### src/rtl/piezo_player_arbiter.sv
// Priority arbiter that shares one Morse piezo player among NUM_REQ requesters (index 0 highest).
// Optional feature macro: PIEZO_ARB_PREEMPT_EN lets a higher-priority request abort a playback.
module piezo_player_arbiter #(
    parameter int NUM_REQ         = 3,
    parameter int GAP_CYCLES      = 2_500_000,
    parameter int MAX_PLAY_CYCLES = 500_000_000
) (
    input  logic                   clk_i,
    input  logic                   rst_ni,
    input  logic [NUM_REQ-1:0]     req_i,
    input  logic [NUM_REQ*256-1:0] req_bitstream_i,
    input  logic [NUM_REQ*9-1:0]   req_bit_length_i,
    input  logic [NUM_REQ*32-1:0]  req_dit_time_i,
    input  logic [NUM_REQ*32-1:0]  req_dah_time_i,
    input  logic [NUM_REQ*32-1:0]  req_dit_gap_i,
    output logic [NUM_REQ-1:0]     gnt_o,
    output logic [NUM_REQ-1:0]     done_o,
    output logic                   err_o,
    output logic                   ply_start_o,
    output logic                   ply_abort_o,
    output logic [255:0]           ply_bitstream_o,
    output logic [8:0]             ply_bit_length_o,
    output logic [31:0]            ply_dit_time_o,
    output logic [31:0]            ply_dah_time_o,
    output logic [31:0]            ply_dit_gap_o,
    input  logic                   ply_busy_i,
    input  logic                   ply_done_i,
    input  logic                   piezo_in_i,
    output logic                   piezo_out_o
);

    localparam logic [NUM_REQ-1:0] ONE_REQ  = NUM_REQ'(1);
    localparam logic [31:0]        GAP_LAST = (GAP_CYCLES > 0) ? 32'(GAP_CYCLES - 1) : 32'd0;
    localparam logic [31:0]        WD_LAST  = (MAX_PLAY_CYCLES > 0) ? 32'(MAX_PLAY_CYCLES - 1) : 32'd0;

    typedef enum logic [1:0] {
        IDLE   = 2'd0,
        LAUNCH = 2'd1,
        PLAY   = 2'd2,
        GAP    = 2'd3
    } state_e;

    state_e             state_q, state_d;
    logic [31:0]        cnt_q, cnt_d;
    logic [NUM_REQ-1:0] gnt_q, gnt_d;
    logic [NUM_REQ-1:0] done_q, done_d;
    logic               err_q, err_d;
    logic               start_q, start_d;
    logic               abort_q, abort_d;
    logic [255:0]       bitstream_q, bitstream_d;
    logic [8:0]         bitLength_q, bitLength_d;
    logic [31:0]        ditTime_q, ditTime_d;
    logic [31:0]        dahTime_q, dahTime_d;
    logic [31:0]        ditGap_q, ditGap_d;

    logic [NUM_REQ-1:0] winOneHot;
    logic               unusedPlyBusy;

    // Isolate the lowest set request bit: that requester has the highest priority.
    assign winOneHot     = req_i & (~req_i + ONE_REQ);
    assign unusedPlyBusy = ply_busy_i;

`ifdef PIEZO_ARB_PREEMPT_EN
    logic preemptReq;
    // gnt_q is one-hot in PLAY, so gnt_q - 1 masks exactly the higher-priority indices.
    assign preemptReq = |(req_i & (gnt_q - ONE_REQ));
`endif

    always_comb begin
        state_d     = state_q;
        cnt_d       = cnt_q;
        gnt_d       = gnt_q;
        done_d      = '0;
        err_d       = 1'b0;
        start_d     = 1'b0;
        abort_d     = 1'b0;
        bitstream_d = bitstream_q;
        bitLength_d = bitLength_q;
        ditTime_d   = ditTime_q;
        dahTime_d   = dahTime_q;
        ditGap_d    = ditGap_q;

        case (state_q)
            IDLE: begin
                if (|req_i) begin
                    gnt_d   = winOneHot;
                    state_d = LAUNCH;
                    for (int i = 0; i < NUM_REQ; i++) begin
                        if (winOneHot[i]) begin
                            bitstream_d = req_bitstream_i[i*256 +: 256];
                            bitLength_d = req_bit_length_i[i*9 +: 9];
                            ditTime_d   = req_dit_time_i[i*32 +: 32];
                            dahTime_d   = req_dah_time_i[i*32 +: 32];
                            ditGap_d    = req_dit_gap_i[i*32 +: 32];
                        end
                    end
                end
            end

            LAUNCH: begin
                start_d = 1'b1;
                cnt_d   = '0;
                state_d = PLAY;
            end

            PLAY: begin
                cnt_d = cnt_q + 32'd1;
                // A real completion always beats a coincident watchdog expiry.
                if (ply_done_i) begin
                    done_d  = gnt_q;
                    gnt_d   = '0;
                    cnt_d   = '0;
                    state_d = GAP;
                end
`ifdef PIEZO_ARB_PREEMPT_EN
                else if (preemptReq) begin
                    abort_d = 1'b1;
                    done_d  = gnt_q;
                    gnt_d   = '0;
                    cnt_d   = '0;
                    state_d = GAP;
                end
`endif
                else if (cnt_q >= WD_LAST) begin
                    abort_d = 1'b1;
                    err_d   = 1'b1;
                    done_d  = gnt_q;
                    gnt_d   = '0;
                    cnt_d   = '0;
                    state_d = GAP;
                end
            end

            GAP: begin
                if (cnt_q >= GAP_LAST) begin
                    cnt_d   = '0;
                    state_d = IDLE;
                end else begin
                    cnt_d = cnt_q + 32'd1;
                end
            end

            default: begin
                cnt_d   = '0;
                gnt_d   = '0;
                state_d = IDLE;
            end
        endcase
    end

    always_ff @(posedge clk_i or negedge rst_ni) begin
        if (!rst_ni) begin
            state_q     <= IDLE;
            cnt_q       <= '0;
            gnt_q       <= '0;
            done_q      <= '0;
            err_q       <= 1'b0;
            start_q     <= 1'b0;
            abort_q     <= 1'b0;
            bitstream_q <= '0;
            bitLength_q <= '0;
            ditTime_q   <= '0;
            dahTime_q   <= '0;
            ditGap_q    <= '0;
        end else begin
            state_q     <= state_d;
            cnt_q       <= cnt_d;
            gnt_q       <= gnt_d;
            done_q      <= done_d;
            err_q       <= err_d;
            start_q     <= start_d;
            abort_q     <= abort_d;
            bitstream_q <= bitstream_d;
            bitLength_q <= bitLength_d;
            ditTime_q   <= ditTime_d;
            dahTime_q   <= dahTime_d;
            ditGap_q    <= ditGap_d;
        end
    end

    assign gnt_o            = gnt_q;
    assign done_o           = done_q;
    assign err_o            = err_q;
    assign ply_start_o      = start_q;
    assign ply_abort_o      = abort_q;
    assign ply_bitstream_o  = bitstream_q;
    assign ply_bit_length_o = bitLength_q;
    assign ply_dit_time_o   = ditTime_q;
    assign ply_dah_time_o   = dahTime_q;
    assign ply_dit_gap_o    = ditGap_q;
    assign piezo_out_o      = piezo_in_i & ((state_q == LAUNCH) || (state_q == PLAY));

endmodule

### config.mk
export PLATFORM = sky130hd
export DESIGN_NAME = piezo_player_arbiter
export DESIGN_NICKNAME = d
export VERILOG_FILES = /design/src/rtl/piezo_player_arbiter.sv
export SDC_FILE = /design/constraint.sdc
export NUM_CORES = 1
export LEC_CHECK = 0
export CAP_MARGIN = 15
export CORE_AREA = 10 10 568 570
export DETAILED_ROUTE_END_ITERATION = 10
export DIE_AREA = 0 0 578 580
export PLACE_DENSITY = 0.3
export SLEW_MARGIN = 20
export SYNTH_ARGS = -nofsm -noshare
export SYNTH_HDL_FRONTEND = slang
export SYNTH_SLANG_ARGS = --single-unit
### constraint.sdc
create_clock -name clk_i -period 5.2 [get_ports clk_i]
set_input_delay 1.04 -clock clk_i [delete_from_list [all_inputs] [get_ports clk_i]]
set_output_delay 1.04 -clock clk_i [all_outputs]
set_load 0.05 [all_outputs]
==> results.md, run 1 <==
* Max-slew headroom at 31.3%
* CP max-delay cell: clkdlybuf4s50_1
* Depth of the most critical reg-to-reg path at 8
* GPL Wtd Cong at 0.894
* Worst Slack Setup Final at 1.45 ns
* Chip width at 578 microns
* XOR/XNOR share of the synthesized area at 0.846%
* #FFs+latches synth at 403
* CTS Root Cell: clkbuf_16
* Synth area leaders: dfrtp_1, nand2_1, a21oi_1
* Initial Utilization at 7.00%
* Synthesis Warnings at 0
* Count leader, synth: nand2_1
* Lkg Pwr at 16.9 nW
* CP top delay family: buffers and inverters
* Initial antenna violation count at 252
* Die area at 335,000 sq um
* Post-synthesis sequential area ratio at 46.4%
* Pwr Total at 23.4 mW
* Post-Syn Instances at 3,014
* Core Region at 311,000 sq um
* Post-synthesis mux area share at 0.230%
* Least-Margin Pin Slew at 1.03 ns
* Drt total wl at 253 mm
* Share of layout cells above drive strength 1 at 4.91%
* Layout Utilization at 14.2%
* CTS tree: yes
* Worst R2R End: cnt_q[15]$_DFFE_PN0P_
* Vias in the first global route at 28,494
* HP Class: in2async
* Tmin final at 3.75 ns
* Port Buffers at 1,460
* Mapped cell area at 21,800 sq um
* Setup violators final at 0
* Startpoint types: register
* Status: finished clean
* Max Fanout on Critical Path at 4
* Critical path's largest stage delay at 0.82 ns
* Syn nets at 4,111
* Syn avg cell area at 7.22 sq um
* Fin crit share at 72.1%
* Non-filler instance count after layout at 8,624
* Setup Skew at 0.0615 ns
* Synth Area in Adders at 0.345%
* Hold Slack at 0.342 ns
* M1 GR Usage at 16.3%
* Final ANT Viol Nets at 0
* Postcts setup bufs at 0
* Largest net degree at the start of global routing at 118
* Placed cell count at 8,449
* RR Startpoint: cnt_q[0]$_DFFE_PN0P_
* Post-synth top area share at 46.4%
* Synth Area in Simple Gates at 21.5%
* Pwr Density at 530 nW/um^2
* Initial DRT Pass Iterations at 5
* Final instance area at 44,200 sq um
* Post-placement setup slack at 1.01 ns
* Area grow syn2layout at 103%
* Worst Path Buf+Inv at 2
* Maximum clock rate at 0.267 GHz
* Overflow after GRT at 0
* Largest family of logic cells by synthesized area: compound AO/OA/AOI/OAI gates
* GR Util met2 at 24.0%
* Clock Path Buffers at 4
* WP data arrival at 2.71 ns
* Die Ht at 580 microns
* Clk sinks at 403
* M3 GR Usage at 7.79%
* Placement Cell Area at 41,600 sq um
* Crit path capture: piezo_out_o
* Critical path depth at 4
* Commonest cells in the netlist: nand2_1, a21oi_1, dfrtp_1
* GRT Max-Usage Layer: met2
* Post-synth ARST share at 100%
* GRT Total Usage at 14.4%
* Unrepaired setup endpoints after global routing: false
* CP Class: reg2out
* Post-synthesis compound-gate area fraction at 26.0%
* Row count at 205
* Clk_lat worst skew at 0.78 ns
* DP Wirelength at 220 mm
* Top FF cell, synth: dfrtp_1
* Clock transition at path regs at 0.05 ns
* Htree depth at 3
* Critical Path Start: state_q[0]$_DFFE_PN0P_
* Post-DR wirelength/cell at 29.4 microns
* Maximum vdd drop at 0.217 mV
* Distinct cells, synth at 47
* Initial DRC count at 2,071
* Endpoints failing hold at 0
* DRC viols at 0
* CP Cell Sequence: inv_1 > ha_1 > and2_1 > clkdlybuf4s50_1
* Post-CTS Hold Fix Bufs at 0
* Nets at 5,482
* Cell taking the most area after synthesis: dfrtp_1
* DR vias/cell at 3.27
* Post-synth EDFFs at 0
* R2r setup slk at 2.63 ns
* First-pass GRT wire length at 318 mm
* Max Cap Viol at 0
* Post-cts sizing count at 0
* CP Capture Type: primary output
* Setup TNS at 0 ns
* Boundary pin count at 1,462
* Final Slew Violations at 0
* TritonCTS buffer count at 73
* Data required, critical path at 4.16 ns
* Routed via count at 28,220
final cells by class:
cell class              count  area (sq um)
flip-flops and latches    403         10100
well taps                4140          5180
clock inverters            29           467
multi-input cells        2348         10700
clock buffers              98          2050
repair buffers           1549         15600
diodes                     47           118
fillers                 35860        267000
inverters                  10          37.5
layer usage:
metal,up-vias,part of all wire [%]
met1,13278,39
met5,-,0.35
li1,12939,-
met2,1430,46
met4,136,2.1
met3,437,12
cell families (layout without fill, tap and decap cells):
family,after synthesis,in the layout
XOR/XNOR,21,21
AO/OA/AOI/OAI,1121,1121
adder cells (fa/ha/maj),6,6
AND/OR/NAND/NOR,1195,1195
other,0,47
buffers and inverters,263,1686
flip-flops,403,403
multiplexers,5,5
layout by cell type, fill, tap and decap left out, types with 3 or more instances in the layout:
master / count
a21oi_1: 729
o21ai_0: 372
diode_2: 47
o22ai_1: 4
nand4_1: 7
buf_12: 25
xor2_1: 14
xnor2_1: 7
nand2_1: 1096
inv_1: 10
nand3_1: 14
clkinv_2: 9
clkbuf_16: 75
mux2i_1: 5
or3_1: 3
a31oi_1: 5
bufinv_16: 11
nor2_1: 35
clkinv_4: 5
buf_4: 64
nor4_1: 4
dfrtp_1: 403
ha_1: 6
clkdlybuf4s50_1: 1458
and3_1: 6
nor3_1: 5
and2_1: 4
clkbuf_1: 14
clkbuf_8: 9
power breakdown:
part / internal, mW / switching, mW
registers: 4.49 / 0.813
logic: 3.86 / 8.93
clock network: 3.31 / 2.03
how the worst min path moves through the flow:
stage	startpoint	endpoint	slack (ns)	cells past startpoint
floorplan	cnt_q[29]$_DFFE_PN0P_	cnt_q[29]$_DFFE_PN0P_	0.47	1
global placement	ply_bitstream_o[126]$_DFFE_PN0P_	ply_bitstream_o[126]$_DFFE_PN0P_	0.46	2
detailed placement	ply_bitstream_o[205]$_DFFE_PN0P_	ply_bitstream_o[205]$_DFFE_PN0P_	0.47	2
CTS	rst_ni	ply_bitstream_o[241]$_DFFE_PN0P_	0.31	1
global route	rst_ni	ply_bitstream_o[174]$_DFFE_PN0P_	0.35	1
finish	rst_ni	ply_bitstream_o[174]$_DFFE_PN0P_	0.34	1
worst reg2reg max path: stages (launching register included):
cell     delay [ns]
dfrtp_1        0.38
ha_1           0.24
nand4_1        0.31
a21oi_1        0.28
o21ai_0        0.17
and4_1         0.32
nor3_4         0.44
buf_8          0.24
nor3_1         0.08
state kept, by name, summed over array words and instances (netlist names):
signal / cells
ply_bitstream_o: 256
ply_bit_length_o: 9
ply_dah_time_o: 32
done_o: 3
ply_dit_gap_o: 32
cnt_q: 32
ply_abort_o: 1
ply_dit_time_o: 32
gnt_o: 3
ply_start_o: 1
state_q: 2
Note: power is estimated with default switching activity, not from simulation.
==> inputs of run 2 (changes only) <==
CORE_AREA = 10 10 566 568   (was 10 10 568 570)
DIE_AREA = 0 0 576 578   (was 0 0 578 580)
clock period = 3.6 ns   (was 5.2 ns; I/O delays follow)
==> run 2 against run 1 <==
  * Final cell count grew 0.27%
  * First-iteration DRC count shrank 14%
  * Via count grew 0.11%
==> results.md, run 2 (synthesized netlist as in run 1, its figures left out) <==
* Status: finished clean (unchanged)
* Max reg flops at 256 (unchanged)
* Die area at 333,000 sq um (was 335,000 sq um)
* CTS tree: yes (unchanged)
* Setup TNS at 0 ns (unchanged)
* First-pass GRT wire length at 312 mm (was 318 mm)
* Critical Path Start: ply_dit_time_o[7]$_DFFE_PN0P_ (was state_q[0]$_DFFE_PN0P_)
* Overflow after GRT at 0 (unchanged)
* Postcts setup bufs at 0 (unchanged)
* Max-slew headroom at 30.9% (was 31.3%)
* Largest net degree at the start of global routing at 93 (was 118)
* Setup Skew at 0.0394 ns (was 0.0615 ns)
* CTS Root Cell: clkbuf_16 (unchanged)
* Crit path capture: ply_dit_time_o[7] (was piezo_out_o)
* Worst Slack Setup Final at 0.613 ns (was 1.45 ns)
* Initial Utilization at 7.05% (was 7.00%)
* Initial DRT Pass Iterations at 5 (unchanged)
* Final ANT Viol Nets at 0 (unchanged)
* Die Ht at 578 microns (was 580 microns)
* Post-CTS Hold Fix Bufs at 0 (unchanged)
* RR Startpoint: cnt_q[0]$_DFFE_PN0P_ (unchanged)
* Setup violators final at 0 (unchanged)
* Post-placement setup slack at 0.161 ns (was 1.01 ns)
* CP Capture Type: primary output (unchanged)
* Worst Path Buf+Inv at 1 (was 2)
* Pwr Total at 33.9 mW (was 23.4 mW)
* Fin crit share at 83.0%
* Drt total wl at 249 mm (was 253 mm)
* DRC viols at 0 (unchanged)
* Routed via count at 28,250 (was 28,220)
* Commonest non-fill, non-tap cell in the layout: clkdlybuf4s50_1 (unchanged)
* Boundary pin count at 1,462 (unchanged)
* HP Class: in2async (unchanged)
* CP max-delay cell: clkdlybuf4s50_1 (unchanged)
* Area grow syn2layout at 105% (was 103%)
* Hold Slack at 0.0333 ns (was 0.342 ns)
* Pwr Density at 759 nW/um^2 (was 530 nW/um^2)
* Vias in the first global route at 28,764 (was 28,494)
* Placed cell count at 8,482 (was 8,449)
* Tmin final at 2.99 ns
* Maximum vdd drop at 0.355 mV (was 0.217 mV)
* Endpoints failing hold at 0 (unchanged)
* Critical path depth at 1 (was 4)
* Initial antenna violation count at 241 (was 252)
* DP Wirelength at 217 mm (was 220 mm)
* GPL Wtd Cong at 0.925 (was 0.894)
* Final Slew Violations at 0 (unchanged)
* Placement Cell Area at 42,100 sq um (was 41,600 sq um)
* Final instance area at 44,700 sq um (was 44,200 sq um)
* Depth of the most critical reg-to-reg path at 8 (unchanged)
* Initial DRC count at 1,772 (was 2,071)
* Nets at 5,532 (was 5,482)
* Commonest cells after routing, fill and taps aside: clkdlybuf4s50_1, nand2_1, a21oi_1 (unchanged)
* Layout Utilization at 14.5% (was 14.2%)
* Least-Margin Pin Slew at 1.04 ns (was 1.03 ns)
* GRT Total Usage at 14.2% (was 14.4%)
* Clock Path Buffers at 4 (unchanged)
* Unrepaired setup endpoints after global routing: false (unchanged)
* Row count at 204 (was 205)
* Core Region at 308,000 sq um (was 311,000 sq um)
* Chip width at 576 microns (was 578 microns)
* CP Class: reg2out (unchanged)
* Max Cap Viol at 0 (unchanged)
* Max Fanout on Critical Path at 2 (was 4)
* Lkg Pwr at 17.2 nW (was 16.9 nW)
* CP top delay family: buffers and inverters (unchanged)
* Worst R2R End: cnt_q[20]$_DFFE_PN0P_ (was cnt_q[15]$_DFFE_PN0P_)
* Clock transition at path regs at 0.06 ns (was 0.05 ns)
* Non-filler instance count after layout at 8,647 (was 8,624)
* Startpoint types: register (unchanged)
* Clk sinks at 403 (unchanged)
* Post-DR wirelength/cell at 28.8 microns (was 29.4 microns)
* Share of layout cells above drive strength 1 at 6.11% (was 4.91%)
* DR vias/cell at 3.27 (about the same)
* Post-cts sizing count at 0 (unchanged)
* R2r setup slk at 0.83 ns (was 2.63 ns)
* CP Cell Sequence: clkdlybuf4s50_1 (was inv_1 > ha_1 > and2_1 > clkdlybuf4s50_1)
* Clk_lat worst skew at 0.79 ns (was 0.78 ns)
* Data required, critical path at 2.88 ns (was 4.16 ns)
* Htree depth at 3 (unchanged)
* Maximum clock rate at 0.335 GHz
* Port Buffers at 1,460 (unchanged)
* WP data arrival at 2.27 ns (was 2.71 ns)
* Critical path's largest stage delay at 1.00 ns (was 0.82 ns)
* TritonCTS buffer count at 71 (was 73)
run 2: cell types whose count changed in the layout (fill, tap and decap cells not counted), sizes merged:
cell,before,now
buf,91,149
clkinv,16,8
diode,47,42
clkinvlp,2,4
clkbuf,98,97
bufinv,11,12
inv,10,12
clkdlybuf4s50,1458,1452
run 2: cell type report:
| type | instances | area [sq um] |
|---|---|---|
| Multi-Input combinational cell | 2348 | 10700 |
| Timing Repair Buffer | 1601 | 16100 |
| Antenna cell | 42 | 105 |
| Clock inverter | 26 | 473 |
| Sequential cell | 403 | 10100 |
| Fill cell | 35575 | 264000 |
| Inverter | 10 | 37.5 |
| Tap cell | 4120 | 5150 |
| Clock buffer | 97 | 2030 |
run 2: routing by layer:
| metal | vias to the layer above | wire length [microns] | GRT usage [%] |
|---|---|---|---|
| met4 | 136 | 4550 | 2.25 |
| met2 | 1371 | 116000 | 23.6 |
| met5 | - | 890 | 0 |
| met3 | 415 | 32000 | 7.85 |
| li1 | 13033 | - | - |
| met1 | 13295 | 96000 | 16.1 |
run 2: where the power goes:
part	switching (mW)	leakage, nW	total [mW]	internal [mW]
logic	12.9	10.9	18.6	5.71
clock network	2.86	1.21	7.65	4.79
registers	1.20	5.11	7.67	6.48
run 2: worst min path at each step:
stage / start / end / slack (ns) / cells after the start
finish: rst_ni / ply_bitstream_o[178]$_DFFE_PN0P_ / 0.03 / 1
detailed placement: ply_bit_length_o[8]$_DFFE_PN0P_ / ply_bit_length_o[8]$_DFFE_PN0P_ / 0.47 / 2
global placement: ply_bitstream_o[129]$_DFFE_PN0P_ / ply_bitstream_o[129]$_DFFE_PN0P_ / 0.46 / 2
global route: rst_ni / ply_bitstream_o[178]$_DFFE_PN0P_ / 0.04 / 1
CTS: rst_ni / ply_dit_gap_o[21]$_DFFE_PN0P_ / 0.05 / 1
floorplan: rst_ni / cnt_q[0]$_DFFE_PN0P_ / 0.42 / 0
==> inputs of run 3 (changes only) <==
clock period = 2.8 ns   (was 3.6 ns; I/O delays follow)
==> run 3 against run 2 <==
  * Count of clock-buffer cells in the layout grew 2
  * Worst setup slack worse by 0.50 ns
  * Clock skew is 0.017 ns higher
  * Register-to-register slack worse by 0.36 ns
  * Worst hold slack improved by 0.29 ns
  * Critical path depth unchanged
  * Critical endpoint is now ply_dit_time_o[23]
  * Clock power grew 24%
  * Non-clock buffer count rose by 96
==> results.md, run 3 (synthesized netlist as in run 1, its figures left out) <==
* Commonest non-fill, non-tap cell in the layout: clkdlybuf4s50_1 (unchanged)
* Worst Path Buf+Inv at 1 (unchanged)
* Initial DRC count at 1,953 (was 1,772)
* Core Region at 308,000 sq um (unchanged)
* DP Wirelength at 220 mm (was 217 mm)
* Multi-input logic area at 10,700 sq um (about the same)
* Clock Path Buffers at 4 (unchanged)
* Lkg Pwr at 17.8 nW (was 17.2 nW)
* Maximum clock rate at 0.372 GHz
* Setup violators final at 0 (unchanged)
* CP Class: reg2out (unchanged)
* Max-slew headroom at 47.8% (was 30.9%)
* Max Fanout on Critical Path at 2 (unchanged)
* Unrepaired setup endpoints after global routing: false (unchanged)
* CP Cell Sequence: clkdlybuf4s50_1 (unchanged)
* Max reg flops at 256 (unchanged)
* CTS tree: yes (unchanged)
* Final Slew Violations at 0 (unchanged)
* Setup TNS at 0 ns (unchanged)
* Port Buffers at 1,460 (unchanged)
* Chip width at 576 microns (unchanged)
* Least-Margin Pin Slew at 0.780 ns (was 1.04 ns)
* Routed via count at 28,726 (was 28,250)
* Vias in the first global route at 28,856 (was 28,764)
* CP Capture Type: primary output (unchanged)
* Tmin final at 2.69 ns
* Clock transition at path regs at 0.06 ns (about the same)
* Postcts setup bufs at 0 (unchanged)
* Final ANT Viol Nets at 0 (unchanged)
* Setup Skew at 0.0564 ns (was 0.0394 ns)
* Critical Path Start: ply_dit_time_o[23]$_DFFE_PN0P_ (was ply_dit_time_o[7]$_DFFE_PN0P_)
* Pwr Total at 43.5 mW (was 33.9 mW)
* Initial Utilization at 7.05% (unchanged)
* First-pass GRT wire length at 314 mm (was 312 mm)
* CTS Root Cell: clkbuf_16 (unchanged)
* Maximum vdd drop at 0.374 mV (was 0.355 mV)
* Max Cap Viol at 0 (unchanged)
* Largest net degree at the start of global routing at 69 (was 93)
* Htree depth at 3 (unchanged)
* Clk sinks at 403 (unchanged)
* Overflow after GRT at 0 (unchanged)
* Area grow syn2layout at 109% (was 105%)
* Die Ht at 578 microns (unchanged)
* Share of layout cells above drive strength 1 at 9.37% (was 6.11%)
* HP Class: in2async (unchanged)
* Reg area at 10,100 sq um (unchanged)
* Startpoint types: register (unchanged)
* Die area at 333,000 sq um (unchanged)
* Commonest cells after routing, fill and taps aside: clkdlybuf4s50_1, nand2_1, a21oi_1 (unchanged)
* Nets at 5,629 (was 5,532)
* CP top delay family: buffers and inverters (unchanged)
* DRC viols at 0 (unchanged)
* Endpoints failing hold at 0 (unchanged)
* Row count at 204 (unchanged)
* TritonCTS buffer count at 72 (was 71)
* Boundary pin count at 1,462 (unchanged)
* Initial DRT Pass Iterations at 5 (unchanged)
* Data required, critical path at 2.24 ns (was 2.88 ns)
* DR vias/cell at 3.28 (was 3.27)
* Fin crit share at 96.1%
* WP data arrival at 2.13 ns (was 2.27 ns)
* Drt total wl at 251 mm (was 249 mm)
* Pwr Density at 959 nW/um^2 (was 759 nW/um^2)
* RR Startpoint: cnt_q[17]$_DFFE_PN0P_ (was cnt_q[0]$_DFFE_PN0P_)
* Initial antenna violation count at 247 (was 241)
* GPL Wtd Cong at 0.922 (was 0.925)
* Critical path's largest stage delay at 0.99 ns (was 1.00 ns)
* Status: finished clean (unchanged)
* Post-DR wirelength/cell at 28.7 microns (was 28.8 microns)
* Clk_lat worst skew at 0.79 ns (about the same)
* GRT Total Usage at 14.3% (was 14.2%)
* CP max-delay cell: clkdlybuf4s50_1 (unchanged)
* Fill cell count at 35,516 (was 35,575)
==> run 3: cell types whose count changed in the layout (fill, tap and decap cells not counted), moves of 2 or more <==
cell / delta
clkbuf_1: +2
buf_12: +19
clkinv_2: -2
buf_4: +140
clkdlybuf4s50_1: -74
dlygate4sd2_1: +10
bufinv_16: -4
diode_2: +21
==> run 3: through the flow <==
stage | hold slack, ns | util, % | setup slack [ns] | std cells | instance area [sq um]
2_1_floorplan | 0.264 | - | 0.831 | 3014 | 21800
3_3_place_gp | 0.462 | 13.9 | -0.237 | 8577 | 42900
3_5_place_dp | 0.469 | 13.9 | -0.253 | 8577 | 42900
4_1_cts | 0.235 | 14.7 | 0.0275 | 8698 | 45300
5_1_grt | 0.291 | 14.7 | 0.0294 | 8702 | 45300
6_report | 0.323 | 14.7 | 0.110 | 8761 | 45400
==> run 3: final timing paths <==
path	end	slack, ns	cells after the start
setup / recovery	ply_dit_time_o[23]	0.11	1
hold / removal	ply_bitstream_o[206]$_DFFE_PN0P_	0.32	2
setup reg to reg	cnt_q[4]$_DFFE_PN0P_	0.47	7
hold reg to reg	ply_bitstream_o[16]$_DFFE_PN0P_	0.47	2
max in group asynchronous	ply_bitstream_o[168]$_DFFE_PN0P_	1.46	4
min in group clk_i	ply_dah_time_o[17]$_DFFE_PN0P_	0.40	3
==> run 3: power breakdown <==
| group | internal, mW | switching [mW] | total (mW) | leakage, nW |
|---|---|---|---|---|
| clock network | 5.81 | 3.67 | 9.48 | 1.15 |
| logic | 7.50 | 16.6 | 24.1 | 11.5 |
| registers | 8.33 | 1.60 | 9.92 | 5.11 |
==> run 3: area by class of cell <==
class,count,area share [%]
antenna,63,0.347
clock buffer,99,4.50
clock inverter,21,0.727
inverter,10,0.0827
multi-input combinational,2348,23.5
sequential,403,22.2
tap,4120,11.4
timing repair buffer,1697,37.3
==> run 3: layer usage <==
metal  wire, microns  track usage [%]  up-vias
met5             778                0        -
met4            4180             1.99      120
met3           30900             7.67      386
met2          116000             23.7     1445
met1           98900             16.6    13510
li1                -                -    13265
==> run 3: repair_timing <==
item | in CTS | in global routing
hold endpoints to repair | 39 | 0
hold buffers | 1 | 0
endpoints found under the setup margin | 11 | 0
resized for setup | 11 | 0
